<file path="src/rtl/rename_table_if.sv">
`default_nettype none
// ============================================================================
//  Module      : rename_table_if
//  Description : Bundles the control, commit, issue, read-port and ROB-query
//                signals of the rename table. The master modport is the
//                decoder/ROB side; the slave modport is the table itself.
//                Checkpoint signals exist only when REGFILE_CKPT_EN is defined.
//  Revision    : 1.0 - initial release
// ============================================================================
interface rename_table_if #(
    parameter int XLEN      = 32,
    parameter int NUM_REGS  = 32,
    parameter int ROB_WIDTH = 4,
    parameter int NUM_RD    = 2
);
    localparam int REG_W = $clog2(NUM_REGS);

    logic                        rdy_in;
    logic                        clear;
    logic                        commit_valid;
    logic [REG_W-1:0]            commit_reg;
    logic [XLEN-1:0]             commit_val;
    logic [ROB_WIDTH-1:0]        commit_rob;
    logic                        issue_valid;
    logic [REG_W-1:0]            issue_reg;
    logic [ROB_WIDTH-1:0]        issue_rob;
    logic [NUM_RD*REG_W-1:0]     rd_reg;
    logic [NUM_RD*XLEN-1:0]      rd_val;
    logic [NUM_RD-1:0]           rd_dep_v;
    logic [NUM_RD*ROB_WIDTH-1:0] rd_dep;
    logic [NUM_RD*ROB_WIDTH-1:0] rob_q_tag;
    logic [NUM_RD-1:0]           rob_q_rdy;
    logic [NUM_RD*XLEN-1:0]      rob_q_val;
`ifdef REGFILE_CKPT_EN
    logic                        ckpt_save;
    logic                        ckpt_restore;
    logic                        ckpt_valid;
`endif

    modport master (
        output rdy_in, clear,
        output commit_valid, commit_reg, commit_val, commit_rob,
        output issue_valid, issue_reg, issue_rob,
        output rd_reg, rob_q_rdy, rob_q_val,
        input  rd_val, rd_dep_v, rd_dep, rob_q_tag
`ifdef REGFILE_CKPT_EN
        , output ckpt_save, ckpt_restore
        , input  ckpt_valid
`endif
    );

    modport slave (
        input  rdy_in, clear,
        input  commit_valid, commit_reg, commit_val, commit_rob,
        input  issue_valid, issue_reg, issue_rob,
        input  rd_reg, rob_q_rdy, rob_q_val,
        output rd_val, rd_dep_v, rd_dep, rob_q_tag
`ifdef REGFILE_CKPT_EN
        , input  ckpt_save, ckpt_restore
        , output ckpt_valid
`endif
    );
endinterface
`default_nettype wire

</file>
<file path="src/rtl/rename_table.sv">
`default_nettype none
// ============================================================================
//  Module      : rename_table
//  Description : Architectural register file plus rename/dependency table.
//                Holds committed values and the in-flight ROB tag per
//                register, serves NUM_RD combinational read ports with commit
//                and ROB bypass. Optional macro REGFILE_CKPT_EN adds a single
//                branch checkpoint of the dependency table.
//  Revision    : 1.0 - initial release
// ============================================================================
module rename_table #(
    parameter int XLEN      = 32,
    parameter int NUM_REGS  = 32,
    parameter int ROB_WIDTH = 4,
    parameter int NUM_RD    = 2
) (
    input  wire logic     clk_in,
    input  wire logic     rst_n_in,
    rename_table_if.slave bus
);
    localparam int REG_W = $clog2(NUM_REGS);

    logic [XLEN-1:0]      r_val  [NUM_REGS];
    logic [ROB_WIDTH-1:0] r_dep  [NUM_REGS];
    logic [NUM_REGS-1:0]  r_busy;

    // Table after this cycle's commit and issue; next-state after recovery.
    logic [ROB_WIDTH-1:0] w_dep_upd [NUM_REGS];
    logic [NUM_REGS-1:0]  w_busy_upd;
    logic [ROB_WIDTH-1:0] w_dep_nxt [NUM_REGS];
    logic [NUM_REGS-1:0]  w_busy_nxt;

`ifdef REGFILE_CKPT_EN
    logic [ROB_WIDTH-1:0] r_ck_dep [NUM_REGS];
    logic [NUM_REGS-1:0]  r_ck_busy;
    logic                 r_ckpt_valid;
    logic [NUM_REGS-1:0]  w_ck_busy_cmt;

    assign bus.ckpt_valid = r_ckpt_valid;

    // Snapshot busy bits with this cycle's tag-matching commit applied
    always_comb begin
        w_ck_busy_cmt = r_ck_busy;
        for (int r = 1; r < NUM_REGS; r++) begin
            if (bus.commit_valid && bus.commit_reg == REG_W'(r) && r_ck_dep[r] == bus.commit_rob)
                w_ck_busy_cmt[r] = 1'b0;
        end
    end
`endif

    // Commit clears a rename only when its tag still matches; issue then overrides
    always_comb begin
        w_busy_upd = r_busy;
        w_dep_upd  = r_dep;
        for (int r = 1; r < NUM_REGS; r++) begin
            if (bus.commit_valid && bus.commit_reg == REG_W'(r) && r_dep[r] == bus.commit_rob)
                w_busy_upd[r] = 1'b0;
        end
        if (bus.issue_valid && bus.issue_reg != '0) begin
            w_busy_upd[bus.issue_reg] = 1'b1;
            w_dep_upd[bus.issue_reg]  = bus.issue_rob;
        end
    end

    // Recovery selection: clear beats restore beats normal update
    always_comb begin
        w_busy_nxt = w_busy_upd;
        w_dep_nxt  = w_dep_upd;
        if (bus.clear) begin
            w_busy_nxt = '0;
            for (int r = 0; r < NUM_REGS; r++) w_dep_nxt[r] = '0;
        end
`ifdef REGFILE_CKPT_EN
        else if (bus.ckpt_restore) begin
            if (r_ckpt_valid) begin
                w_busy_nxt = w_ck_busy_cmt;
                w_dep_nxt  = r_ck_dep;
            end else begin
                w_busy_nxt = '0;
                for (int r = 0; r < NUM_REGS; r++) w_dep_nxt[r] = '0;
            end
        end
`endif
    end

    // Committed values: a commit always lands, even during a flush
    always_ff @(posedge clk_in or negedge rst_n_in) begin
        if (!rst_n_in) begin
            for (int r = 0; r < NUM_REGS; r++) r_val[r] <= '0;
        end else if (bus.rdy_in && bus.commit_valid && bus.commit_reg != '0) begin
            r_val[bus.commit_reg] <= bus.commit_val;
        end
    end

    // Dependency table register
    always_ff @(posedge clk_in or negedge rst_n_in) begin
        if (!rst_n_in) begin
            r_busy <= '0;
            for (int r = 0; r < NUM_REGS; r++) r_dep[r] <= '0;
        end else if (bus.rdy_in) begin
            r_busy <= w_busy_nxt;
            r_dep  <= w_dep_nxt;
        end
    end

`ifdef REGFILE_CKPT_EN
    // Checkpoint: save captures the post-update table; held copy tracks commits
    always_ff @(posedge clk_in or negedge rst_n_in) begin
        if (!rst_n_in) begin
            r_ckpt_valid <= 1'b0;
            r_ck_busy    <= '0;
            for (int r = 0; r < NUM_REGS; r++) r_ck_dep[r] <= '0;
        end else if (bus.rdy_in) begin
            if (bus.clear || bus.ckpt_restore) begin
                r_ckpt_valid <= 1'b0;
            end else if (bus.ckpt_save) begin
                r_ckpt_valid <= 1'b1;
                r_ck_busy    <= w_busy_upd;
                r_ck_dep     <= w_dep_upd;
            end else if (r_ckpt_valid) begin
                r_ck_busy    <= w_ck_busy_cmt;
            end
        end
    end
`endif

    for (genvar p = 0; p < NUM_RD; p++) begin : g_rd
        logic [REG_W-1:0]     w_reg;
        logic                 w_busy;
        logic [ROB_WIDTH-1:0] w_tag;
        logic                 w_cmt_hit;
        logic [XLEN-1:0]      w_val;
        logic                 w_dep_v;
        logic [ROB_WIDTH-1:0] w_dep;

        assign w_reg     = bus.rd_reg[p*REG_W +: REG_W];
        assign w_busy    = r_busy[w_reg];
        assign w_tag     = r_dep[w_reg];
        assign w_cmt_hit = bus.commit_valid && (bus.commit_reg == w_reg) && (bus.commit_rob == w_tag);

        // Operand select: zero reg, commit bypass, ROB bypass, pending, committed
        always_comb begin
            w_val   = r_val[w_reg];
            w_dep_v = 1'b0;
            w_dep   = '0;
            if (w_reg == '0) begin
                w_val = '0;
            end else if (w_busy) begin
                w_dep = w_tag;
                if (w_cmt_hit)
                    w_val = bus.commit_val;
                else if (bus.rob_q_rdy[p])
                    w_val = bus.rob_q_val[p*XLEN +: XLEN];
                else
                    w_dep_v = 1'b1;
            end
        end

        assign bus.rd_val[p*XLEN +: XLEN]           = w_val;
        assign bus.rd_dep_v[p]                      = w_dep_v;
        assign bus.rd_dep[p*ROB_WIDTH +: ROB_WIDTH]    = w_dep;
        assign bus.rob_q_tag[p*ROB_WIDTH +: ROB_WIDTH] = w_dep;
    end
endmodule
`default_nettype wire
</file>
<file path="src/flat_wrapper.sv">
// flat-port wrapper written by rule: the top's interface ports become plain ports
module rename_table_flat 
#(
    parameter int XLEN      = 32,
    parameter int NUM_REGS  = 32,
    parameter int ROB_WIDTH = 4,
    parameter int NUM_RD    = 2
)
  (clk_in, rst_n_in, bus_rdy_in, bus_clear, bus_commit_valid, bus_commit_reg, bus_commit_val, bus_commit_rob, bus_issue_valid, bus_issue_reg, bus_issue_rob, bus_rd_reg, bus_rob_q_rdy, bus_rob_q_val, bus_rd_val, bus_rd_dep_v, bus_rd_dep, bus_rob_q_tag);
  rename_table_if #(.XLEN(XLEN), .NUM_REGS(NUM_REGS), .ROB_WIDTH(ROB_WIDTH), .NUM_RD(NUM_RD)) bus_i ();
  input  wire logic clk_in;
  input  wire logic rst_n_in;
  input wire logic [$bits(bus_i.rdy_in)-1:0] bus_rdy_in;
  input wire logic [$bits(bus_i.clear)-1:0] bus_clear;
  input wire logic [$bits(bus_i.commit_valid)-1:0] bus_commit_valid;
  input wire logic [$bits(bus_i.commit_reg)-1:0] bus_commit_reg;
  input wire logic [$bits(bus_i.commit_val)-1:0] bus_commit_val;
  input wire logic [$bits(bus_i.commit_rob)-1:0] bus_commit_rob;
  input wire logic [$bits(bus_i.issue_valid)-1:0] bus_issue_valid;
  input wire logic [$bits(bus_i.issue_reg)-1:0] bus_issue_reg;
  input wire logic [$bits(bus_i.issue_rob)-1:0] bus_issue_rob;
  input wire logic [$bits(bus_i.rd_reg)-1:0] bus_rd_reg;
  input wire logic [$bits(bus_i.rob_q_rdy)-1:0] bus_rob_q_rdy;
  input wire logic [$bits(bus_i.rob_q_val)-1:0] bus_rob_q_val;
  output wire logic [$bits(bus_i.rd_val)-1:0] bus_rd_val;
  output wire logic [$bits(bus_i.rd_dep_v)-1:0] bus_rd_dep_v;
  output wire logic [$bits(bus_i.rd_dep)-1:0] bus_rd_dep;
  output wire logic [$bits(bus_i.rob_q_tag)-1:0] bus_rob_q_tag;
  assign bus_i.rdy_in = bus_rdy_in;
  assign bus_i.clear = bus_clear;
  assign bus_i.commit_valid = bus_commit_valid;
  assign bus_i.commit_reg = bus_commit_reg;
  assign bus_i.commit_val = bus_commit_val;
  assign bus_i.commit_rob = bus_commit_rob;
  assign bus_i.issue_valid = bus_issue_valid;
  assign bus_i.issue_reg = bus_issue_reg;
  assign bus_i.issue_rob = bus_issue_rob;
  assign bus_i.rd_reg = bus_rd_reg;
  assign bus_i.rob_q_rdy = bus_rob_q_rdy;
  assign bus_i.rob_q_val = bus_rob_q_val;
  assign bus_rd_val = bus_i.rd_val;
  assign bus_rd_dep_v = bus_i.rd_dep_v;
  assign bus_rd_dep = bus_i.rd_dep;
  assign bus_rob_q_tag = bus_i.rob_q_tag;
  rename_table #(.XLEN(XLEN), .NUM_REGS(NUM_REGS), .ROB_WIDTH(ROB_WIDTH), .NUM_RD(NUM_RD)) u_core (.clk_in(clk_in), .rst_n_in(rst_n_in), .bus(bus_i));
endmodule
</file>
<file path="config.mk">
export PLATFORM = sky130hd
export DESIGN_NAME = rename_table_flat
export DESIGN_NICKNAME = d
export VERILOG_FILES = /design/src/rtl/rename_table_if.sv /design/src/rtl/rename_table.sv /design/src/flat_wrapper.sv
export SDC_FILE = /design/constraint.sdc
export NUM_CORES = 2
export LEC_CHECK = 0
export CORE_UTILIZATION = 30
export CTS_CLUSTER_DIAMETER = 60
export DETAILED_ROUTE_END_ITERATION = 10
export RECOVER_POWER = 100
export SETUP_SLACK_MARGIN = 0.05
export SYNTH_ARGS = -nofsm -noshare
export SYNTH_HDL_FRONTEND = slang
export SYNTH_SLANG_ARGS = --single-unit
</file>
<file path="constraint.sdc">
create_clock -name clk_in -period 9.1 [get_ports clk_in]
set_input_delay 1.82 -clock clk_in [delete_from_list [all_inputs] [get_ports clk_in]]
set_output_delay 1.82 -clock clk_in [all_outputs]
set_load 0.01 [all_outputs]
</file>
==> run_summary.xml <==
<?xml version="1.0" encoding="UTF-8"?>
<metrics>
  <group name="run_status">
    <metric name="run_status" unit="">finished with violations</metric>
    <metric name="failed_checks" unit="">max-capacitance violations, max-slew violations</metric>
  </group>
  <group name="clock_tree">
    <metric name="post_cts_resize_count" unit="">0</metric>
    <metric name="hold_buffers" unit="">0</metric>
    <metric name="clk-insertion-delay-late" unit="ns">0.78</metric>
    <metric name="ctsHtreeMaxLevel" unit="">4</metric>
    <metric name="post_cts_setup_buffer_count" unit="">0</metric>
    <metric name="max-clock-path-buffers" unit="">3</metric>
    <metric name="clock_sink_count" unit="">1184</metric>
    <metric name="cts_buffers" unit="">133</metric>
    <metric name="cts.clk_slew.worst_paths" unit="ns">0.06</metric>
    <metric name="cts-root-buf" unit="">clkbuf_16</metric>
    <metric name="tritoncts" unit="">built</metric>
  </group>
  <group name="global_route">
    <metric name="first_global_vias" unit="">47274</metric>
    <metric name="grtUsageTotal" unit="%">20.5</metric>
    <metric name="grt_antenna_before_repair" unit="">14</metric>
    <metric name="grt_start_max_net_pins" unit="">169</metric>
    <metric name="grt-ovfl-total" unit="">0</metric>
    <metric name="global_route_wire_length_before_repair" unit="mm">347</metric>
  </group>
  <group name="synthesis">
    <metric name="synth_async_sr_flop_share" unit="%">100</metric>
    <metric name="synth_nets" unit="">5051</metric>
    <metric name="fraction_of_post_synthesis_cell_area_in_the_top_cell_type_by_area" unit="%">43.2</metric>
    <metric name="synth.lib_cells_used.distinct" unit="">57</metric>
    <metric name="synth_edf_count" unit="">0</metric>
    <metric name="synthesis.area_per_instance" unit="um2">13.9</metric>
    <metric name="synth.ff_latch_count" unit="">1184</metric>
    <metric name="mappedNetlistArea" unit="um2">68600</metric>
    <metric name="synth_warnings" unit="">0</metric>
    <metric name="synth_cells" unit="">4919</metric>
    <metric name="synthFlopType" unit="">dfrtp_1</metric>
    <metric name="synth_seq_area_share" unit="%">43.2</metric>
    <metric name="synth.area.top_cells" unit="">dfrtp_1 (43%), mux4_2 (23%), mux2_2 (16%)</metric>
    <metric name="synth.largest_area_cell" unit="">dfrtp_1</metric>
  </group>
  <group name="pwr">
    <metric name="power_frac_clock" unit="%">36.0</metric>
    <metric name="power_density_over_the_cells" unit="nW/um2">200</metric>
    <metric name="power.switching_fraction" unit="%">29.1</metric>
    <metric name="power.share.combinational" unit="%">21.5</metric>
    <metric name="seq_power_share" unit="%">42.4</metric>
    <metric name="total_switching_power" unit="mW">4.51</metric>
    <metric name="power_report.internal_total" unit="mW">11.0</metric>
    <metric name="leakagePower" unit="nW">32.9</metric>
    <metric name="worst_ir_drop_vdd" unit="mV">0.150</metric>
  </group>
  <group name="route">
    <metric name="wl_met1" unit="mm">96.3</metric>
    <metric name="initialDrtViolationCount" unit="">5125</metric>
    <metric name="detailedRoute.firstPassIterationCount" unit="">8</metric>
    <metric name="vias_per_cell" unit="">5.85</metric>
    <metric name="postRouteAntennaNets" unit="">0</metric>
    <metric name="dr.max_layer_used" unit="">met5</metric>
    <metric name="drc" unit="">0</metric>
    <metric name="wl_per_cell" unit="um">30.0</metric>
    <metric name="wirelength" unit="mm">238</metric>
    <metric name="vias" unit="">46401</metric>
    <metric name="dr_wl_met3" unit="mm">16.4</metric>
    <metric name="wl_met2" unit="mm">113</metric>
  </group>
  <group name="placement">
    <metric name="placedInstanceArea" unit="um2">73600</metric>
    <metric name="dp_hpwl" unit="mm">144</metric>
    <metric name="place_congestion" unit="">0.929</metric>
    <metric name="port-buffer-count" unit="">213</metric>
  </group>
  <group name="sta">
    <metric name="final_min_period" unit="ns">8.63</metric>
    <metric name="finalClockSkew" unit="ns">0.0159</metric>
    <metric name="timing.final.hold_violations" unit="">0</metric>
    <metric name="timing_worst_slew_pin_value" unit="ns">5.96</metric>
    <metric name="final_min_period_over_clock_period" unit="%">94.8</metric>
    <metric name="fmax" unit="MHz">116</metric>
    <metric name="setup_violations" unit="">0</metric>
    <metric name="max_slew_margin" unit="%">-297</metric>
    <metric name="final-max-slew-violation-count" unit="">1393</metric>
    <metric name="final.setup.tns" unit="ns">0</metric>
    <metric name="rsz0062_at_grt" unit="">no</metric>
  </group>
  <group name="worst_hold_path">
    <metric name="hold_class" unit="">register to register</metric>
  </group>
  <group name="floorplan">
    <metric name="die_area" unit="um2">231000</metric>
    <metric name="placementRows" unit="">175</metric>
    <metric name="initial_core_util" unit="%">30.2</metric>
    <metric name="core_ar" unit="um2">227000</metric>
    <metric name="die_w" unit="um">480</metric>
    <metric name="boundaryPins" unit="">214</metric>
    <metric name="dieHeight" unit="um">480</metric>
  </group>
  <group name="setup_path">
    <metric name="worst-path-max-fanout" unit="">60</metric>
    <metric name="crit_type" unit="">primary input to output port</metric>
    <metric name="worst-endpoint-arrival" unit="ns">6.81</metric>
    <metric name="critical_path.startpoint_type" unit="">primary input</metric>
    <metric name="worst_ep_required_time" unit="ns">7.28</metric>
    <metric name="reg2reg_slack" unit="ns">7.26</metric>
    <metric name="critPathCaptureType" unit="">output port</metric>
  </group>
  <group name="final_layout">
    <metric name="final_design_area_no_fill" unit="um2">77700</metric>
    <metric name="final_nets" unit="">4953</metric>
    <metric name="filler_cell_count" unit="">21941</metric>
    <metric name="area.growth.synth_to_final" unit="%">13.3</metric>
    <metric name="finalCoreUtilization" unit="%">34.2</metric>
    <metric name="commonest_non_fill_non_tap_cell_in_the_layout" unit="">dfrtp_1</metric>
    <metric name="layout.cells.most_common_list" unit="">dfrtp_1 (1184), mux2_2 (991), mux4_2 (693), nand2_1 (205), mux2i_1 (188)</metric>
    <metric name="final_layout_size_suffix_gt1_share" unit="%">41.7</metric>
  </group>
  <group name="run">
    <metric name="drv_cap" unit="">45</metric>
  </group>
</metrics>
-- final cells by class --
class | instances | area, um2 | share of cell area (%)
Multi-Input combinational cell | 2996 | 36100 | 46.5
Sequential cell | 1184 | 29600 | 38.1
Clock buffer | 191 | 4010 | 5.15
Tap cell | 3009 | 3760 | 4.84
Timing Repair Buffer | 343 | 3090 | 3.97
Inverter | 163 | 624 | 0.803
Clock inverter | 43 | 499 | 0.642
Antenna cell | 5 | 12.5 | 0.0161
-- layer usage --
layer | vias up | track usage, %
li1 | 18824 | -
met1 | 24975 | 26.7
met2 | 2037 | 32.6
met3 | 549 | 3.78
met4 | 16 | 10.5
met5 | - | 0
-- kinds of logic after synthesis --
logic type             Yosys count  synth area share (%)
AO/OA/AOI/OAI                  545                  5.94
XOR/XNOR                       123                  1.57
buffers and inverters          739                  4.35
flip-flops                    1184                  43.2
multiplexers                  1876                  41.8
AND/OR/NAND/NOR                452                  3.10
-- flip-flops by register name, indices dropped and copies added (netlist names) --
register	cells
u_core.r_val	1024
u_core.r_dep	128
u_core.r_busy	32
-- synthesized netlist by cell type, types with 52 or more instances --
cell type and count:
clkbuf_1 401, xor2_1 84, o311a_1 65, nand2_1 207, nor2_1 52, mux4_2 693
mux2_2 993, inv_1 158, mux2i_1 189, buf_1 69, o22ai_1 183, buf_2 82
dfrtp_1 1184
-- worst paths after layout --
path | from | endpoint | cells past startpoint
worst min register to register | u_core.r_val[1016]$_DFFE_PN0P_ | u_core.r_val[1016]$_DFFE_PN0P_ | 0
worst min-delay path | u_core.r_val[1016]$_DFFE_PN0P_ | u_core.r_val[1016]$_DFFE_PN0P_ | 0
worst max register to register | u_core.r_dep[35]$_DFFE_PN0P_ | u_core.r_busy[23]$_DFFE_PN0P_ | 5
max in group asynchronous | rst_n_in | u_core.r_busy[21]$_DFFE_PN0P_ | 3
worst max-delay path | bus_rd_reg[1] | bus_rd_val[11] | 11
min in group asynchronous | rst_n_in | u_core.r_val[905]$_DFFE_PN0P_ | 1
-- critical path: stages --
cell,delay [ns]
buf_8,0.45
clkbuf_2,1.16
xor2_1,0.13
nor4_1,0.61
nand3_1,0.14
nor4_1,0.30
o21ai_2,0.45
buf_4,0.42
o31ai_1,0.25
o311a_1,0.35
clkdlybuf4s50_1,0.62
-- power by group through the flow --
stage	clock network (mW)	registers, mW	logic (mW)
finish	5.60	6.59	3.34
global route	5.88	6.67	3.55
CTS	5.69	6.56	3.37
detailed placement	0	6.65	3.36
global placement	0	6.58	3.30
floorplan	0	6.43	2.35
-- metrics by stage --
stage	instances	setup WS, ns	hold WS (ns)	power (mW)
2_1_floorplan	4919	2.68	0.441	8.78
3_3_place_gp	7695	0.992	0.376	9.89
3_5_place_dp	7695	0.981	0.382	10.0
4_1_cts	7929	0.977	0.397	15.6
5_1_grt	7932	0.388	0.411	16.1
6_report	7934	0.469	0.393	15.5
Note: power is estimated with default switching activity, not from simulation.
